===== config.mk =====
export PLATFORM = sky130hd
export DESIGN_NAME = sevenseg_scan_driver_flat
export DESIGN_NICKNAME = d
export VERILOG_FILES = /design/src/rtl/sevenseg_pkg.sv /design/src/rtl/sevenseg_scan_driver_if.sv /design/src/rtl/sevenseg_decode.sv /design/src/rtl/sevenseg_scan_driver.sv /design/src/flat_wrapper.sv
export SDC_FILE = /design/constraint.sdc
export NUM_CORES = 1
export LEC_CHECK = 0
export ABC_AREA = 1
export BUFFER_PORTS_ARGS = -buffer_cell sky130_fd_sc_hd__buf_2
export CAP_MARGIN = 20
export CORE_UTILIZATION = 40
export CTS_BUF_LIST = sky130_fd_sc_hd__clkbuf_16
export CTS_CLUSTER_DIAMETER = 60
export CTS_CLUSTER_SIZE = 14
export DETAILED_ROUTE_END_ITERATION = 10
export PLACE_DENSITY = 0.58
export SYNTH_ARGS = -nofsm -noshare
export SYNTH_HDL_FRONTEND = slang
export SYNTH_SLANG_ARGS = --single-unit

===== constraint.sdc =====
create_clock -name clk -period 1.8 [get_ports clk]
set_clock_uncertainty 0.05 [all_clocks]
set_input_delay 0.36 -clock clk [delete_from_list [all_inputs] [get_ports clk]]
set_output_delay 0.36 -clock clk [all_outputs]
set_load 0.02 [all_outputs]

===== src/rtl/sevenseg_pkg.sv =====
// Shared types and the code-to-segment decode table for the 7-segment scan driver.
// Segment patterns are active-low: bit 7 = dp, bits 6:0 = g..a.
package sevenseg_pkg;

  typedef logic [7:0] seg_t;

  localparam seg_t SEG_BLANK = 8'hFF;
  localparam seg_t SEG_MINUS = 8'hBF;

  // Codes 10-15 are hex letters when hex_mode is set; otherwise 10 is '-' and 11-15 are dark.
  function automatic seg_t seg_decode(input logic [3:0] code, input logic hex_mode);
    seg_t seg;
    seg = SEG_BLANK;
    case (code)
      4'h0: seg = 8'hC0;
      4'h1: seg = 8'hF9;
      4'h2: seg = 8'hA4;
      4'h3: seg = 8'hB0;
      4'h4: seg = 8'h99;
      4'h5: seg = 8'h92;
      4'h6: seg = 8'h82;
      4'h7: seg = 8'hF8;
      4'h8: seg = 8'h80;
      4'h9: seg = 8'h98;
      4'hA: seg = hex_mode ? 8'h88 : SEG_MINUS;
      4'hB: seg = hex_mode ? 8'h83 : SEG_BLANK;
      4'hC: seg = hex_mode ? 8'hC6 : SEG_BLANK;
      4'hD: seg = hex_mode ? 8'hA1 : SEG_BLANK;
      4'hE: seg = hex_mode ? 8'h86 : SEG_BLANK;
      4'hF: seg = hex_mode ? 8'h8E : SEG_BLANK;
    endcase
    return seg;
  endfunction

endpackage


===== src/rtl/sevenseg_scan_driver_if.sv =====
// Host-side bus of the scan driver: load strobe with digit/dp/blank vectors in,
// multiplexed segment and digit-select pins out.
interface sevenseg_scan_driver_if #(
  parameter int NUM_DIGITS = 4
);
  import sevenseg_pkg::*;

  logic                      load;
  logic [4*NUM_DIGITS-1:0]   digits_in;
  logic [NUM_DIGITS-1:0]     dp_in;
  logic [NUM_DIGITS-1:0]     blank_in;
  seg_t                      leds;
  logic [NUM_DIGITS-1:0]     digit_en;

  modport master (
    output load, digits_in, dp_in, blank_in,
    input  leds, digit_en
  );

  modport slave (
    input  load, digits_in, dp_in, blank_in,
    output leds, digit_en
  );

endinterface


===== src/rtl/sevenseg_decode.sv =====
// Combinational decode of one digit: code plus dp, with a blank request overriding
// everything (dp included).
module sevenseg_decode
  import sevenseg_pkg::*;
#(
  parameter int HEX_MODE = 0
) (
  input  logic [3:0] code,
  input  logic       dp,
  input  logic       blank,
  output seg_t       seg
);

  always_comb begin
    seg = seg_decode(code, HEX_MODE != 0);
    if (dp)
      seg[7] = 1'b0;
    if (blank)
      seg = SEG_BLANK;
  end

endmodule


===== src/rtl/sevenseg_scan_driver.sv =====
// Time-multiplexed N-digit 7-segment driver: shadow-latched digits, per-slot dwell with
// leading dead-time, registered outputs that go dark asynchronously on reset.
module sevenseg_scan_driver
  import sevenseg_pkg::*;
#(
  parameter int NUM_DIGITS  = 4,
  parameter int SCAN_DIV    = 12500,
  parameter int DEAD_CYCLES = 16,
  parameter int HEX_MODE    = 0,
  parameter int LZ_BLANK    = 1
) (
  input  logic                  clk,
  input  logic                  reset_n,
  sevenseg_scan_driver_if.slave bus
);

  localparam int PW = (SCAN_DIV > 1) ? $clog2(SCAN_DIV) : 1;
  localparam int IW = (NUM_DIGITS > 1) ? $clog2(NUM_DIGITS) : 1;
  localparam logic [PW-1:0]         PRESC_LAST = PW'(SCAN_DIV - 1);
  localparam logic [IW-1:0]         IDX_LAST   = IW'(NUM_DIGITS - 1);
  localparam logic [NUM_DIGITS-1:0] EN_BASE    = NUM_DIGITS'(1);

  logic [PW-1:0]           presc_reg, presc_next;
  logic [IW-1:0]           idx_reg, idx_next;
  logic [4*NUM_DIGITS-1:0] digits_reg, digits_next;
  logic [NUM_DIGITS-1:0]   dp_reg, dp_next;
  logic [NUM_DIGITS-1:0]   blank_reg, blank_next;
  seg_t                    pattern_reg, pattern_next;
  seg_t                    leds_reg, leds_next;
  logic [NUM_DIGITS-1:0]   en_reg, en_next;
  logic                    slot_wrap;
  logic                    in_dead;

  logic [NUM_DIGITS:0]     zero_run;
  logic [NUM_DIGITS-1:0]   lz_mask;
  seg_t                    digit_seg [NUM_DIGITS];

  assign digits_next = bus.load ? bus.digits_in : digits_reg;
  assign dp_next     = bus.load ? bus.dp_in     : dp_reg;
  assign blank_next  = bus.load ? bus.blank_in  : blank_reg;

  // Decoding works on the shadow as it will stand during the next cycle, so the
  // pattern registered on entry to a slot matches the shadow seen in that slot's
  // first cycle; a load in that same cycle lands one edge too late to affect it.
  // zero_run[i] is true when digit i and everything above it is 0 with no dp set.
  assign zero_run[NUM_DIGITS] = (LZ_BLANK != 0);

  for (genvar gi = 0; gi < NUM_DIGITS; gi++) begin : g_digit
    assign zero_run[gi] = zero_run[gi+1] && (digits_next[4*gi +: 4] == 4'd0) && !dp_next[gi];
    assign lz_mask[gi]  = (gi != 0) && zero_run[gi];

    sevenseg_decode #(
      .HEX_MODE (HEX_MODE)
    ) u_decode (
      .code  (digits_next[4*gi +: 4]),
      .dp    (dp_next[gi]),
      .blank (blank_next[gi] | lz_mask[gi]),
      .seg   (digit_seg[gi])
    );
  end

  always_comb begin
    slot_wrap  = (presc_reg == PRESC_LAST);
    presc_next = slot_wrap ? '0 : presc_reg + 1'b1;
    idx_next   = idx_reg;
    if (slot_wrap)
      idx_next = (idx_reg == IDX_LAST) ? '0 : idx_reg + 1'b1;

    pattern_next = (presc_next == '0) ? digit_seg[idx_next] : pattern_reg;
    in_dead      = (DEAD_CYCLES > 0) && (int'(presc_next) < DEAD_CYCLES);
    leds_next    = in_dead ? SEG_BLANK : pattern_next;
    en_next      = in_dead ? '0 : (EN_BASE << idx_next);
  end

  always_ff @(posedge clk or negedge reset_n) begin
    if (!reset_n) begin
      presc_reg   <= '0;
      idx_reg     <= '0;
      digits_reg  <= '0;
      dp_reg      <= '0;
      blank_reg   <= '1;
      pattern_reg <= SEG_BLANK;
      leds_reg    <= SEG_BLANK;
      en_reg      <= '0;
    end else begin
      presc_reg   <= presc_next;
      idx_reg     <= idx_next;
      digits_reg  <= digits_next;
      dp_reg      <= dp_next;
      blank_reg   <= blank_next;
      pattern_reg <= pattern_next;
      leds_reg    <= leds_next;
      en_reg      <= en_next;
    end
  end

  assign bus.leds     = leds_reg;
  assign bus.digit_en = en_reg;

endmodule


===== src/flat_wrapper.sv =====
// flat-port wrapper written by rule: the top's interface ports become plain ports
module sevenseg_scan_driver_flat import sevenseg_pkg::*;
#(
  parameter int NUM_DIGITS  = 4,
  parameter int SCAN_DIV    = 12500,
  parameter int DEAD_CYCLES = 16,
  parameter int HEX_MODE    = 0,
  parameter int LZ_BLANK    = 1
)
  (clk, reset_n, bus_load, bus_digits_in, bus_dp_in, bus_blank_in, bus_leds, bus_digit_en);
  sevenseg_scan_driver_if #(.NUM_DIGITS(NUM_DIGITS)) bus_i ();
  input  logic clk;
  input  logic reset_n;
  input wire logic [$bits(bus_i.load)-1:0] bus_load;
  input wire logic [$bits(bus_i.digits_in)-1:0] bus_digits_in;
  input wire logic [$bits(bus_i.dp_in)-1:0] bus_dp_in;
  input wire logic [$bits(bus_i.blank_in)-1:0] bus_blank_in;
  output wire logic [$bits(bus_i.leds)-1:0] bus_leds;
  output wire logic [$bits(bus_i.digit_en)-1:0] bus_digit_en;
  assign bus_i.load = bus_load;
  assign bus_i.digits_in = bus_digits_in;
  assign bus_i.dp_in = bus_dp_in;
  assign bus_i.blank_in = bus_blank_in;
  assign bus_leds = bus_i.leds;
  assign bus_digit_en = bus_i.digit_en;
  sevenseg_scan_driver #(.NUM_DIGITS(NUM_DIGITS), .SCAN_DIV(SCAN_DIV), .DEAD_CYCLES(DEAD_CYCLES), .HEX_MODE(HEX_MODE), .LZ_BLANK(LZ_BLANK)) u_core (.clk(clk), .reset_n(reset_n), .bus(bus_i));
endmodule

* After elaboration in Yosys (flattened, before gate mapping) *
Memory sizes are Yosys's and may differ from the RTL's.
Cells that the tools add are included.

word-level totals
  output and inout bits = 12
  register bits after elaboration = 60
  bits of input ports = 27
  logic and storage cells = 55
  memories kept = 4
  memory bits (read-only) = 448

cells by class
  order comparisons = 2
  reduce and logical (&&, ||, !) cells = 12
  bitwise logic cells = 4
  add/subtract/negate cells = 2
  mux-type cells = 20
  eq/ne operators = 2
  shifts and indexed selects = 1

memories
  memory           depth  width  rd ports  clocked after memory_dff  write ports  RTL line            text
  (no name shown)  16     7      1         0                         0            sevenseg_pkg.sv:14  case (code)
  (no name shown)  16     7      1         0                         0            sevenseg_pkg.sv:14
  (no name shown)  16     7      1         0                         0            sevenseg_pkg.sv:14
  (no name shown)  16     7      1         0                         0            sevenseg_pkg.sv:14

operators with widths
  cell                   count
  $mux 8                 8
  $bmux 8 s2             1
  $mux 16                1
  $add 14x1->14 const B  1
  $eq 14x14->1 const B   1
  $logic_not 14->1       1
  $lt 14x5->1 const B    1
  $mux 14                1
  $logic_not 4->1        3
  $mux 4                 3
  $logic_and 1x1->1      5
  $mux 1                 4
  $mux 2                 2
  $shl 1x2->4 const A    1
  $ge 3x3->1 const B     1
  $logic_not 1->1        3
  $not 2->3              1
  $or 1x1->1             3
  $add 2x1->2 const B    1
  $eq 2x2->1 const B     1

* Depth between registers and ports, before layout *
  word-level depth = 14
  mapped depth = 16
  depth with buffers taken out = 15

* Cells and area by module *
From an unflattened synthesis, not the netlist that was laid out.

second synthesis, totals
  cell total of the unflattened synthesis = 598
  area, all modules = 4234.1 um2

modules (own cells, without submodules)
  module                cells an instance  area each (um2)  sequential area each (um2)  instances
  sevenseg_scan_driver  426                3223.1           1526.5                      1
  sevenseg_decode       43                 252.7            0.0                         4

* Worst setup path after synthesis *
Ideal clock, no wire load.

  path kind = in2reg
  start = input port bus_load
  end = register u_core.pattern_reg[6]
  data arrival time = 1920 ps
  slack = -230 ps
  cell stages on the path = 14
  required time = 1690 ps
  path buffers = 2
  library setup time = 60 ps
  cells stage by stage = buf_4 buf_6 o21ai_0 ha_1 nand3_1 nor2_2 nand2_2 nand2_2 nor2_1 nor2_1 nor2_1 nand2_1 nand2_1 nand2_1

on the way
  word-level cells in the longest chain between the ends = 13
  elaborated cells on any way between the ends = 29
  those cells by class = mux (11); bitwise (3); reduce/logical (11); memory (4)

ends and longest elaborated chain
  item                                                RTL line                                                text
  start, declared                                     flat_wrapper.sv:14                                      input wire logic [$bits(bus_i.load)-1:0] bus_load;
  $mux 16 or $mux 4 (tied branches)                   sevenseg_scan_driver.sv:38, sevenseg_scan_driver.sv:39
  $logic_not 4->1 or $logic_not 1->1 (tied branches)  sevenseg_scan_driver.sv:49                              assign zero_run[gi] = zero_run[gi+1] && (digits_next[4*gi +: 4] == 4'd0) && !dp_next[gi];
  $logic_and 1x1->1 (5 in series)                     sevenseg_scan_driver.sv:49
  $or 1x1->1                                          sevenseg_scan_driver.sv:57                              .blank (blank_next[gi] | lz_mask[gi]),
  $mux 8                                              sevenseg_decode.sv:18                                   if (blank)
  $bmux 8 s2 *                                        sevenseg_scan_driver.sv:69                              pattern_next = (presc_next == '0) ? digit_seg[idx_next] : pattern_reg;
  $mux 8 (implied by the code) * (2 in series)        sevenseg_scan_driver.sv:69
  $mux 8 *                                            sevenseg_scan_driver.sv:69
  via u_core.pattern_next[6]                          sevenseg_scan_driver.sv:28                              seg_t pattern_reg, pattern_next;
  end signal, assigned                                sevenseg_scan_driver.sv:91                              pattern_reg <= pattern_next;
  end, declared                                       sevenseg_scan_driver.sv:28

Mark *: on every way through the listed nets, which the timed path passes. The rest lies on a longest branch. The select of a mux whose other input is x is not followed.

* Worst setup path in the final report *
  start = register u_core.presc_reg[4]
  end = register u_core.pattern_reg[5]

on the way
  word-level cells in the longest chain between the ends = 7
  elaborated cells on any way between the ends = 10
  those cells by class = add/sub (1); eq/ne (1); mux (6); bitwise (1); reduce/logical (1)

ends and longest elaborated chain
  item                                                   RTL line                    text
  start, declared                                        sevenseg_scan_driver.sv:23  logic [PW-1:0] presc_reg, presc_next;
  start signal, assigned                                 sevenseg_scan_driver.sv:86  presc_reg <= presc_next;
  branches (longest 6 deep; another with $add 14x1->14)  --
  $mux 8 *                                               sevenseg_scan_driver.sv:69
  via u_core.pattern_next[5]                             sevenseg_scan_driver.sv:28

Mark *: on every way through the listed nets, which the timed path passes. The select of a mux whose other input is x is not followed.

==> metrics.md <==
| Metric | Value |
|---|---|
| PortBufs | `38` |
| Most frequent cells after synthesis | `nand2_1, inv_1, nand3_1, nor2_1, dfrtp_1` |
| Post-DP HPWL | `7.603 mm` |
| Pre-antenna DRT Iters | `4` |
| Reg2reg setup slack | `-130 ps` |
| Post-Syn Area | `4114 um2` |
| Residual DRC | `0` |
| FMAX | `around 520 MHz` |
| Mapped Nets | `635` |
| Clk slew on worst S/H paths | `around 60 ps` |
| Delay-heaviest family, CP | `simple AND/OR/NAND/NOR gates` |
| Ys flop type | `dfrtp_1` |
| Via count | `roughly 4k` |
| Hold WC Path Type | `primary input to flip-flop` |
| Finished Cell Area | `5837 um2` |
| Post-DP Area | `just over 5000 um2` |
| Fin. max-slew vios | `0` |
| DRT antenna net count | `0` |
| Post-synthesis cell type count | `33` |
| Routability cong. | `0.8730` |
| Setup crit end kind | `flip-flop` |
| Critical Path RT | `between 2000 and 2500 ps` |
| Setup crit start kind | `flip-flop` |
| Final WS setup | `-128.0 ps` |
| Die area | `10690 um2` |
| CP max stage cell | `dfrtp_1` |
| Final hold vios | `0` |
| Least-Margin Pin Slew | `487.2 ps` |
| Async S/R FF share, synth | `100.0%` |
| Leakage | `roughly 3.2 nW` |
| Top cell type's share of synthesized area | `about a quarter` |
| Largest register FFs | `16` |
| Initial core utilization | `between 40% and 50%` |
| Gr usage total | `20.32%` |
| Maximum fanout along the worst path | `8` |
| Post-synth EDFFs | `0` |
| Synthesized instance count | `between 500 and 600` |
| WS Path Type | `flip-flop to flip-flop` |
| Fin util | `59.17%` |
| Share of layout cells above drive strength 1 | `40.25%` |
| Hold path depth | `3` |
| H-tree depth | `3` |
| Max IR drop VDD | `slightly below 500 uV` |
| Hold EP | `u_core.dp_reg[0]$_DFF_PN0_` |
| Drt via density | `4.631` |
| Seq cells post-synth | `60` |
| Grt total ovfl | `0` |
| Placed insts | `829` |
| Unrepaired setup endpoints after global routing | `yes` |
| PwrDens | `approximately 660 nW/um2` |
| Final setup violation count | `20` |
| Largest net degree at the start of global routing | `39` |
| Root buf cell | `clkbuf_16` |
| Detailed-route wire length | `10.40 mm` |
| Crit-path max cell delay | `about 400 ps` |
| R2r startpoint | `u_core.presc_reg[4]$_DFF_PN0_` |
| Hold path start | `bus_dp_in[0]` |
| CORE AREA | `9864 um2` |
| Most frequent cell after synthesis | `nand2_1` |
| Non-Filler Instances | `roughly 860` |
| WL/cell | `12.08 um` |
| Fin crit period | `1928 ps` |
| Skew-Pair Late Insertion Delay | `330 ps` |
| Antenna fix cells | `0` |
| Worst Path Buf+Inv | `3` |
| Register area share after synthesis | `37.10%` |
| Final Cycle Share | `107.1%` |
| Vias in the first global route | `3762` |
| CTS Sinks | `60` |
| Row count | `36` |
| CP cell instances | `inv_2 > nor2_4 > nand2_2 > nor2_4 > buf_12 > nand3b_1 > buf_4 > nand2_4 > nor2_4 > nand2_1 > nand4_1 > nand2_1 > nand2_1` |
| Top Ports | `39` |
| Post-Route Setup TNS | `-1701 ps` |
| Max_slew headroom | `67.52%` |
| Max cap viols | `0` |
| Initial detailed-routing violation count | `157` |
| Die Y | `between 100 and 150 um` |
| CTS buffer count | `9` |
| NumNets Final | `770` |
| Ys Warns | `0` |
| Synth area leader | `dfrtp_1` |
| Worst endpoint data arrival time | `2140 ps` |
| Pwr Total | `3.862 mW` |
| Cells on worst reg2reg path | `13` |
| Clock Path Buffers | `2` |
| First-pass GRT wire length | `approximately 17 mm` |
| # fillers | `882` |
| Mean Syn Cell Area | `6.997 um2` |
| Reg-to-Reg End | `u_core.pattern_reg[5]$_DFF_PN1_` |
| Failing checks | `negative setup slack` |
| Critical path depth | `13` |
| Outcome | `complete, but fails checks` |
| Area Growth Syn to Fin | `41.88%` |
| Die W | `just over 100 um` |
| Antenna violations before repair | `0` |
| CTS tree | `done` |
| Top post-synthesis cells by area | `dfrtp_1, nand2_1, dfstp_2, inv_1, nand3_1` |
-- through the flow --
| stage | setup slack [ps] | hold slack (ps) |
|---|---|---|
| after floorplan | 0.5250 | 14.41 |
| after global placement | -291.6 | 316.8 |
| after detailed placement | -304.5 | 325.9 |
| after CTS | -29.83 | 230.4 |
| after global routing | -244.0 | 258.8 |
| final | -128.0 | 238.2 |
-- kinds of logic (layout without fill, tap and decap cells) --
family,count (synthesis),after routing,synth area share (%)
AOI/OAI and AO/OA,28,28,4.014
xor gates and xnor gates,4,4,0.8515
adders and majority gates,20,20,6.083
buffers and inverters,108,246,10.80
DFF,60,60,37.10
and+or+nand+nor,368,370,41.15
-- cell usage in the layout, fill, tap and decap left out, types with 3 or more instances in the layout --
master and instances:
inv_1 85, buf_12 5, nand2_1 173, nor2_1 31
clkbuf_16 10, dfstp_2 20, inv_4 3, ha_1 16
a21oi_1 5, nand2_2 45, nand4_1 9, nor2_2 13
nand3_1 48, o21ai_0 4, buf_4 81, dfrtp_1 40
nand2_8 3, inv_2 12, o21ai_2 7, buf_6 4
nor2_4 11, nand2_4 12, buf_2 38, nand3_4 3
nand3b_1 4, o21ai_1 8, nand3_2 11
-- report_power, final --
| group | total (mW) | internal, mW | switching (mW) |
|---|---|---|---|
| Sequential | 1.42 | 1.40 | 0.0173 |
| Clock | 1.70 | 1.02 | 0.680 |
| Combinational | 0.735 | 0.316 | 0.419 |
-- worst register-to-register path: stages, from the launching register on --
cell and delay [ps]:
dfrtp_1 400, inv_2 90, nor2_4 110, nand2_2 80
nor2_4 160, buf_12 140, nand3b_1 160, buf_4 200
nand2_4 110, nor2_4 70, nand2_1 70, nand4_1 90
nand2_1 90, nand2_1 50
-- cell type report --
| type | instances | area, um2 | share of cell area [%] |
|---|---|---|---|
| clock inverter | 6 | 45.04 | 0.7717 |
| inverter | 101 | 386.6 | 6.624 |
| sequential | 60 | 1526 | 26.15 |
| tap | 133 | 166.4 | 2.851 |
| timing repair buffer | 129 | 953.4 | 16.33 |
| multi-input combinational | 422 | 2509 | 42.98 |
| clock buffer | 10 | 250.2 | 4.287 |
-- how the worst max path moves through the flow --
stage,start,to,slack [ps]
floorplan,bus_load,u_core.pattern_reg[0]$_DFF_PN1_,0.5
global placement,bus_load,u_core.pattern_reg[2]$_DFF_PN1_,-290
detailed placement,bus_load,u_core.pattern_reg[2]$_DFF_PN1_,-300
CTS,u_core.presc_reg[0]$_DFF_PN0_,u_core.bus.leds[1]$_DFF_PN1_,-30
global route,u_core.presc_reg[4]$_DFF_PN0_,u_core.pattern_reg[5]$_DFF_PN1_,-240
finish,u_core.presc_reg[4]$_DFF_PN0_,u_core.pattern_reg[5]$_DFF_PN1_,-130
-- routing by layer --
layer | track usage (%) | wire length (um)
met5 | 0 | 0
met4 | 6.392 | 172
met3 | 3.763 | 298
met2 | 33.93 | 4856
met1 | 26.62 | 5076
-- timing repair --
item	in CTS	in global routing
hold buffers	1	0
setup endpoints to repair	20	20
gates resized for setup	20	61
buffers inserted	6	8
endpoints found under the hold margin	20	0
pin swaps	7	18
gates cloned	1	1
Power figures use the tool's default switching activity.
